**src/rtl/uart_rx_fmt.sv**
```systemverilog
// Parametrised oversampling UART receiver: 2-flop synchroniser, 3-sample majority
// voting, optional parity, 1/2 stop bits, one-entry valid/ready holding register.
module uart_rx_fmt #(
  parameter int unsigned DBIT      = 8,
  parameter int unsigned S         = 16,
  parameter int unsigned PARITY    = 0,
  parameter int unsigned STOP_BITS = 1
) (
  input  logic            clk,
  input  logic            reset,
  input  logic            rx,
  input  logic            s_tick,
  output logic [DBIT-1:0] d_out,
  output logic            valid,
  input  logic            ready,
  output logic            parity_err,
  output logic            frame_err,
  output logic            overrun,
  output logic            break_det,
  output logic            busy
);

  localparam int unsigned SW = $clog2(S);
  localparam int unsigned NW = $clog2(DBIT + 1);
  localparam logic [SW-1:0] S_LAST = SW'(S - 1);
  localparam logic [SW-1:0] S_V0   = SW'(S / 2 - 1);
  localparam logic [SW-1:0] S_V1   = SW'(S / 2);
  localparam logic [SW-1:0] S_V2   = SW'(S / 2 + 1);
  localparam logic [NW-1:0] N_DLAST = NW'(DBIT - 1);
  localparam logic [NW-1:0] N_SLAST = NW'(STOP_BITS - 1);

  typedef enum logic [2:0] {
    ST_IDLE, ST_START, ST_DATA, ST_PAR, ST_STOP, ST_BRK
  } state_e;

  state_e          state_q, state_d;
  logic [1:0]      sync_q, sync_d;
  logic [SW-1:0]   s_q, s_d;
  logic [NW-1:0]   n_q, n_d;
  logic [1:0]      samp_q, samp_d;
  logic            bit_q, bit_d;
  logic [DBIT-1:0] shreg_q, shreg_d;
  logic            par_q, par_d;
  logic            facc_q, facc_d;
  logic            sone_q, sone_d;
  logic [DBIT-1:0] d_out_q, d_out_d;
  logic            valid_q, valid_d;
  logic            perr_q, perr_d;
  logic            ferr_q, ferr_d;
  logic            overrun_q, overrun_d;
  logic            brk_q, brk_d;
  logic            busy_q, busy_d;

  logic rxs;
  logic maj_c, tick_last_c, tick_vote_c, par_exp_c, perr_c, brk_c;

  assign rxs         = sync_q[1];
  assign maj_c       = (samp_q[0] & samp_q[1]) | (samp_q[0] & rxs) | (samp_q[1] & rxs);
  assign tick_last_c = s_tick && (s_q == S_LAST);
  assign tick_vote_c = s_tick && (s_q == S_V2);
  assign par_exp_c   = (PARITY == 1) ? ~(^shreg_q) : (^shreg_q);
  assign perr_c      = (PARITY != 0) && (par_q != par_exp_c);
  // Break: all-zero data, zero parity bit and every stop bit (including this one) low
  assign brk_c       = (shreg_q == '0) && ((PARITY == 0) || !par_q) && !(sone_q | maj_c);

  always_ff @(posedge clk or posedge reset) begin
    if (reset) begin
      state_q   <= ST_IDLE;
      sync_q    <= 2'b11;
      s_q       <= '0;
      n_q       <= '0;
      samp_q    <= 2'b11;
      bit_q     <= 1'b1;
      shreg_q   <= '0;
      par_q     <= 1'b0;
      facc_q    <= 1'b0;
      sone_q    <= 1'b0;
      d_out_q   <= '0;
      valid_q   <= 1'b0;
      perr_q    <= 1'b0;
      ferr_q    <= 1'b0;
      overrun_q <= 1'b0;
      brk_q     <= 1'b0;
      busy_q    <= 1'b0;
    end else begin
      state_q   <= state_d;
      sync_q    <= sync_d;
      s_q       <= s_d;
      n_q       <= n_d;
      samp_q    <= samp_d;
      bit_q     <= bit_d;
      shreg_q   <= shreg_d;
      par_q     <= par_d;
      facc_q    <= facc_d;
      sone_q    <= sone_d;
      d_out_q   <= d_out_d;
      valid_q   <= valid_d;
      perr_q    <= perr_d;
      ferr_q    <= ferr_d;
      overrun_q <= overrun_d;
      brk_q     <= brk_d;
      busy_q    <= busy_d;
    end
  end

  always_comb begin
    state_d   = state_q;
    sync_d    = {sync_q[0], rx};
    s_d       = s_q;
    n_d       = n_q;
    samp_d    = samp_q;
    bit_d     = bit_q;
    shreg_d   = shreg_q;
    par_d     = par_q;
    facc_d    = facc_q;
    sone_d    = sone_q;
    d_out_d   = d_out_q;
    valid_d   = valid_q & ~ready;
    perr_d    = perr_q;
    ferr_d    = ferr_q;
    overrun_d = 1'b0;
    brk_d     = 1'b0;

    if (s_tick) begin
      if (s_q == S_V0) samp_d[0] = rxs;
      if (s_q == S_V1) samp_d[1] = rxs;
      if (s_q == S_V2) bit_d = maj_c;
    end
    if (s_tick && (state_q != ST_IDLE) && (state_q != ST_BRK)) begin
      s_d = tick_last_c ? '0 : s_q + SW'(1);
    end

    case (state_q)
      ST_IDLE: begin
        s_d = '0;
        n_d = '0;
        if (!rxs) begin
          state_d = ST_START;
          facc_d  = 1'b0;
          sone_d  = 1'b0;
        end
      end
      ST_START: begin
        if (tick_vote_c && maj_c) begin
          state_d = ST_IDLE;
          s_d     = '0;
        end else if (tick_last_c) begin
          state_d = ST_DATA;
          n_d     = '0;
        end
      end
      ST_DATA: begin
        if (tick_last_c) begin
          shreg_d = {bit_q, shreg_q[DBIT-1:1]};
          if (n_q == N_DLAST) begin
            n_d     = '0;
            state_d = (PARITY != 0) ? ST_PAR : ST_STOP;
          end else begin
            n_d = n_q + NW'(1);
          end
        end
      end
      ST_PAR: begin
        if (tick_last_c) begin
          par_d   = bit_q;
          state_d = ST_STOP;
        end
      end
      ST_STOP: begin
        // Last stop bit finishes at mid-bit so the next start edge is not missed
        if (tick_vote_c && (n_q == N_SLAST)) begin
          s_d = '0;
          if (brk_c) begin
            brk_d   = 1'b1;
            state_d = ST_BRK;
          end else begin
            state_d = ST_IDLE;
            if (valid_q && !ready) begin
              overrun_d = 1'b1;
            end else begin
              d_out_d = shreg_q;
              perr_d  = perr_c;
              ferr_d  = facc_q | ~maj_c;
              valid_d = 1'b1;
            end
          end
        end else if (tick_vote_c) begin
          facc_d = facc_q | ~maj_c;
          sone_d = sone_q | maj_c;
        end else if (tick_last_c) begin
          n_d = n_q + NW'(1);
        end
      end
      ST_BRK: begin
        s_d = '0;
        if (rxs) state_d = ST_IDLE;
      end
      default: state_d = ST_IDLE;
    endcase

    busy_d = (state_d != ST_IDLE);
  end

  assign d_out      = d_out_q;
  assign valid      = valid_q;
  assign parity_err = perr_q;
  assign frame_err  = ferr_q;
  assign overrun    = overrun_q;
  assign break_det  = brk_q;
  assign busy       = busy_q;

endmodule

```
**config.mk**
```make
export PLATFORM = sky130hd
export DESIGN_NAME = uart_rx_fmt
export DESIGN_NICKNAME = d
export VERILOG_FILES = /design/src/rtl/uart_rx_fmt.sv
export SDC_FILE = /design/constraint.sdc
export NUM_CORES = 1
export LEC_CHECK = 0
export ABC_AREA = 1
export CELL_PAD_IN_SITES_DETAIL_PLACEMENT = 0
export CELL_PAD_IN_SITES_GLOBAL_PLACEMENT = 2
export CORE_MARGIN = 8
export CORE_UTILIZATION = 37
export DETAILED_ROUTE_END_ITERATION = 12
export MAX_ROUTING_LAYER = met4
export PLACE_DENSITY_LB_ADDON = 0.1
export SKIP_CTS_REPAIR_TIMING = 1
export SLEW_MARGIN = 20
export SYNTH_ARGS = -nofsm -noshare
export SYNTH_HDL_FRONTEND = slang
export SYNTH_SLANG_ARGS = --single-unit
```
**constraint.sdc**
```tcl
create_clock -name clk -period 2.73 [get_ports clk]
set_input_delay 0.273 -clock clk [delete_from_list [all_inputs] [get_ports clk]]
set_output_delay 0.273 -clock clk [all_outputs]
set_load 0.02 [all_outputs]
```
**Word-level counts from Yosys, hierarchy flattened**

Cells that the tools add are included.

- $add $sub $neg: 2
- Equality and inequality tests: 19
- Muxes and demuxes: 41
- Bitwise logic cells: 12
- Reductions and logical operators: 25

Operators by type and width:

| operator | number |
|---|---|
| $mux 4 | 11 |
| $mux 3 | 9 |
| $pmux 3 s6 | 1 |
| $mux 1 | 16 |
| $ne 2x2->1 const B | 8 |
| $pmux 4 s4 | 1 |
| $eq 4x4->1 const B | 3 |
| $pmux 4 s3 | 1 |
| $add 4x1->4 const B | 2 |
| $eq 4x3->1 const B | 2 |
| $logic_and 1x1->1 | 8 |
| $logic_not 8->1 | 1 |
| $reduce_and 2->1 | 4 |
| $reduce_and 4->1 | 2 |
| $reduce_and 7->1 | 1 |
| $eq 3x2->1 const B | 2 |
| $eq 3x3->1 const B | 2 |
| $reduce_bool 3->1 | 2 |
| $and 1x1->1 | 4 |
| $logic_not 4->1 | 1 |
| $not 1->1 | 4 |
| $or 1x1->1 | 4 |
| $pmux 1 s2 | 2 |
| $reduce_bool 4->1 | 1 |
| 6 further kinds | 7 |

- Register bits after elaboration: 39
- Output and inout bits: 14

**Logic depth before layout (Yosys ltp)**

- Word-level depth: 10
- Depth in mapped cells: 10

**Worst setup path before layout**

OpenSTA, ideal clock, no wires.

- Path type: register to register
- Start point: register s_q[1]
- End point: register d_out_q[2] (netlist: d_out[2])
- Arrival: 1.381 ns
- Data required time: 2.613 ns
- Slack: 1.232 ns
- Cell stages (with the launch flop): 11
- Buffers on the path: 1
- Period minus slack after synthesis: 1.498 ns
- Cell sequence: dfrtp_1 > inv_1 > ha_1 > nand2_1 > nor2_4 > nand2_4 > nor2_8 > nand3_4 > buf_6 > nand2_2 > o21ai_2

- Longest elaborated chain between the ends: 4

RTL lines:

| item | RTL line | text |
|---|---|---|
| start, declared | 38 | `logic [SW-1:0] s_q, s_d;` |
| start signal, assigned | 70 | `s_q <= '0;` |
| start signal, assigned | 88 | `s_q <= s_d;` |
| $eq 4x4->1 | 60 | `assign tick_vote_c = s_tick && (s_q == S_V2);` |
| $logic_and 1x1->1 | 60 |  |
| $logic_and 1x1->1 | 171 | `if (tick_vote_c && (n_q == N_SLAST)) begin` |
| $reduce_and 4->1 (no source line) | -- |  |
| end signal, assigned | 96 | `d_out_q <= d_out_d;` |
| end, declared | 46 | `logic [DBIT-1:0] d_out_q, d_out_d;` |

No other way between the ends.
A chain may end at the register's enable or synchronous reset.

**Final worst setup path**

- Start point: register s_q[1]
- End point: register ferr_q (netlist: frame_err)

- Longest elaborated chain between the ends: 4

RTL lines:

| item | RTL line | text |
|---|---|---|
| $eq 4x4->1 | 60 |  |
| $logic_and 1x1->1 | 60 |  |
| $logic_and 1x1->1 | 171 |  |
| $reduce_and 4->1 (no source line) | -- |  |
| end signal, assigned | 99 | `ferr_q <= ferr_d;` |
| end, declared | 49 | `logic ferr_q, ferr_d;` |

No other way between the ends.

==> impl_metrics.toml <==
[floorplan]
die_x_um = 90.0
coreArea_um2 = 5410
start_util = 0.375
rows = 27
die_area_um2 = 8110
die_h_um = 90.0
ioPinCount = 19

[worst_setup_path]
worst_setup_path_end_kind = "flip-flop"
cpMostUsedCell = "nand2_1"
crit_chain = "inv_1 -> ha_1 -> nand2_1 -> nor2_4 -> nand2_4 -> nor2_8 -> nand3_4 -> nand2_1 -> o21ai_2"
cp-start-kind = "flip-flop"
crit_arrival_ns = 1.82
cpPeakStageDelay_ns = 0.40
critPathMaxFanout = 18
crit_slowest_cell = "dfrtp_1"
criticalPathCategory = "reg2reg"
cp.required_ns = 2.90

[final_layout]
areaGrowthSynthToFinish_pct = 18.6
layout_common_cells = "nand2_1 (55), dfrtp_1 (34), inv_1 (33)"
final_common_cell = "nand2_1"
fillCellCount = 544
final_cells = 336
layout-drive-gt1-share = 0.163
final_core_util = 0.445
antenna-diode-count = 0
seq_area_um2 = 982
final_nets = 273
multi_input_area_um2 = 880

[yosys]
syn_area_per_cell_um2 = 8.42
synth_cell_types = 26
synth_area_um2 = 2030
ys_seq_area_frac = 0.484
synthCells = 241
yosysWarningCount = 0
syn_nets = 251
ys_seq_elements = 39

[routing]
drt_first_pass_iters = 4
wl_met1_um = 1950
via_per_inst = 4.48
routed_wl_um = 3960
wl_per_cell_um = 11.8
wl_met3_um = 154
met2_length_um = 1800
highest_layer = "met4"
remaining_drc_errors = 0
vias = 1505
drtIter0Drc = 57
ant_nets = 0

[grt]
grt_max_degree = 40
grt.total_usage = 0.110
antenna_found_initial = 0
overflow = 0
grt_pass1_vias = 1529
grt_first_pass_wirelength_um = 7200

[cts]
cts_buffers = 5
h-tree-depth = 2
clk_latency_ns = 0.29
numClockSinks = 39
clk_pin_slew_ns = 0.08
clockBufferDepth = 2
cts_tree = "done"
cts_root_buf = "clkbuf_8"

[placement]
dp_slack_ns = 0.883
dpl.hpwl_um = 2940
portBuffers = 17
placedCellCount = 328
globalplace.congestion = 0.757

[timing]
setup_slack_ns = 1.08
min_period_ns = 1.65
clock.fmax_mhz = 607
setup_violations = 0
timing.hold.ws_ns = 0.360
finalCritPeriodShare = 0.604
drv_slew = 0
finClkSkew_ns = 0.00608
hold_viol = 0
rsz0062_at_grt = "no"
tns_ns = 0

[power_and_ir_drop]
powerDensity_nw_per_um2 = 827
ir_drop_mv = 0.337
total_leakage_power_nw = 1.16

[outcome]
status = "finished, final reports clean"

[job]
maxCapViolCount = 0

[worst_hold_path]
hp-class = "reg2reg"
-- cell type report --
class | count | area share
well taps | 72 | 0.0375
clock buffers | 6 | 0.0302
repair buffers | 18 | 0.0739
multi-input cells | 161 | 0.366
inverters | 38 | 0.0593
flip-flops and latches | 39 | 0.408
clock inverters | 2 | 0.0250
-- cells by family (layout without fill, tap and decap cells) --
logic type	Yosys count	count (layout)	synth area share
AND/OR/NAND/NOR	116	116	0.282
other	1	1	0.00185
AO/OA/AOI/OAI	36	36	0.106
adder cells (fa/ha/maj)	5	5	0.0308
flip-flops	39	39	0.484
buffers and inverters	41	64	0.0820
XOR/XNOR	3	3	0.0130
-- registers in the layout, indices dropped and copies added (netlist names) --
name and count:
bit_q 1, break_det 1, busy 1, d_out 8, facc_q 1, frame_err 1, n_q 4, overrun 1
s_q 4, samp_q 2, shreg_q 8, sone_q 1, state_q 3, sync_q 2, valid 1
-- power by group --
part / total [mW] / switching (mW) / internal [mW]
logic: 0.633 / 0.405 / 0.229
clock network: 0.572 / 0.207 / 0.366
registers: 0.784 / 0.0924 / 0.691
-- per-layer routing --
layer / up-vias / GRT usage
met2: 21 / 0.171
met5: - / -
met1: 680 / 0.134
li1: 798 / -
met4: 0 / 0.0374
met3: 6 / 0.0316
-- worst max-delay path, delay by kind of cell, from the launching register on --
family          cells  cell delay [ns]
compound gates      1             0.05
buf+inv             1             0.10
simple gates        6             0.79
flops               1             0.40
fa+ha+maj           1             0.18
-- synth_stat cells --
master   number  area (um2)
nor2_4        5        56.3
nand2_1      55         206
xor2_1        2        17.5
nand2_4       1        11.3
dfrtp_1      34         851
inv_2         5        18.8
nand3_4       2        35.0
ha_1          5        62.6
dfstp_2       5         131
o21ai_2       9        78.8
nor2_1       23        86.3
nand4_1       2        12.5
conb_1        1        3.75
nor2_8        1        20.0
nand2_2       5        31.3
o21ai_1       3        15.0
buf_6         1        11.3
xnor2_1       1        8.76
o21ai_0      15        75.1
a21oi_1       8        40.0
nand3_1      20         100
a31oi_1       1        6.26
nor2_2        2        12.5
buf_4         1        7.51
inv_1        33         124
buf_2         1        5.00
-- stage by stage --
step / instance area [um2] / power (mW)
finish: 2400 / 1.99
global route: 2400 / 2.15
CTS: 2400 / 2.02
detailed placement: 2270 / 1.43
global placement: 2270 / 1.44
floorplan: 2030 / 1.28
-- worst paths after layout --
check / startpoint / slack, ns / endpoint / cells past startpoint
max: s_q[1] / 1.08 / frame_err / 9
min: sync_q[0] / 0.36 / sync_q[1] / 0
max reg2reg: s_q[1] / 1.08 / frame_err / 9
min reg2reg: sync_q[0] / 0.36 / sync_q[1] / 0
max in group asynchronous: reset / 1.97 / bit_q / 3
min in group asynchronous: reset / 0.40 / valid / 3
Note: power is estimated with default switching activity, not from simulation.
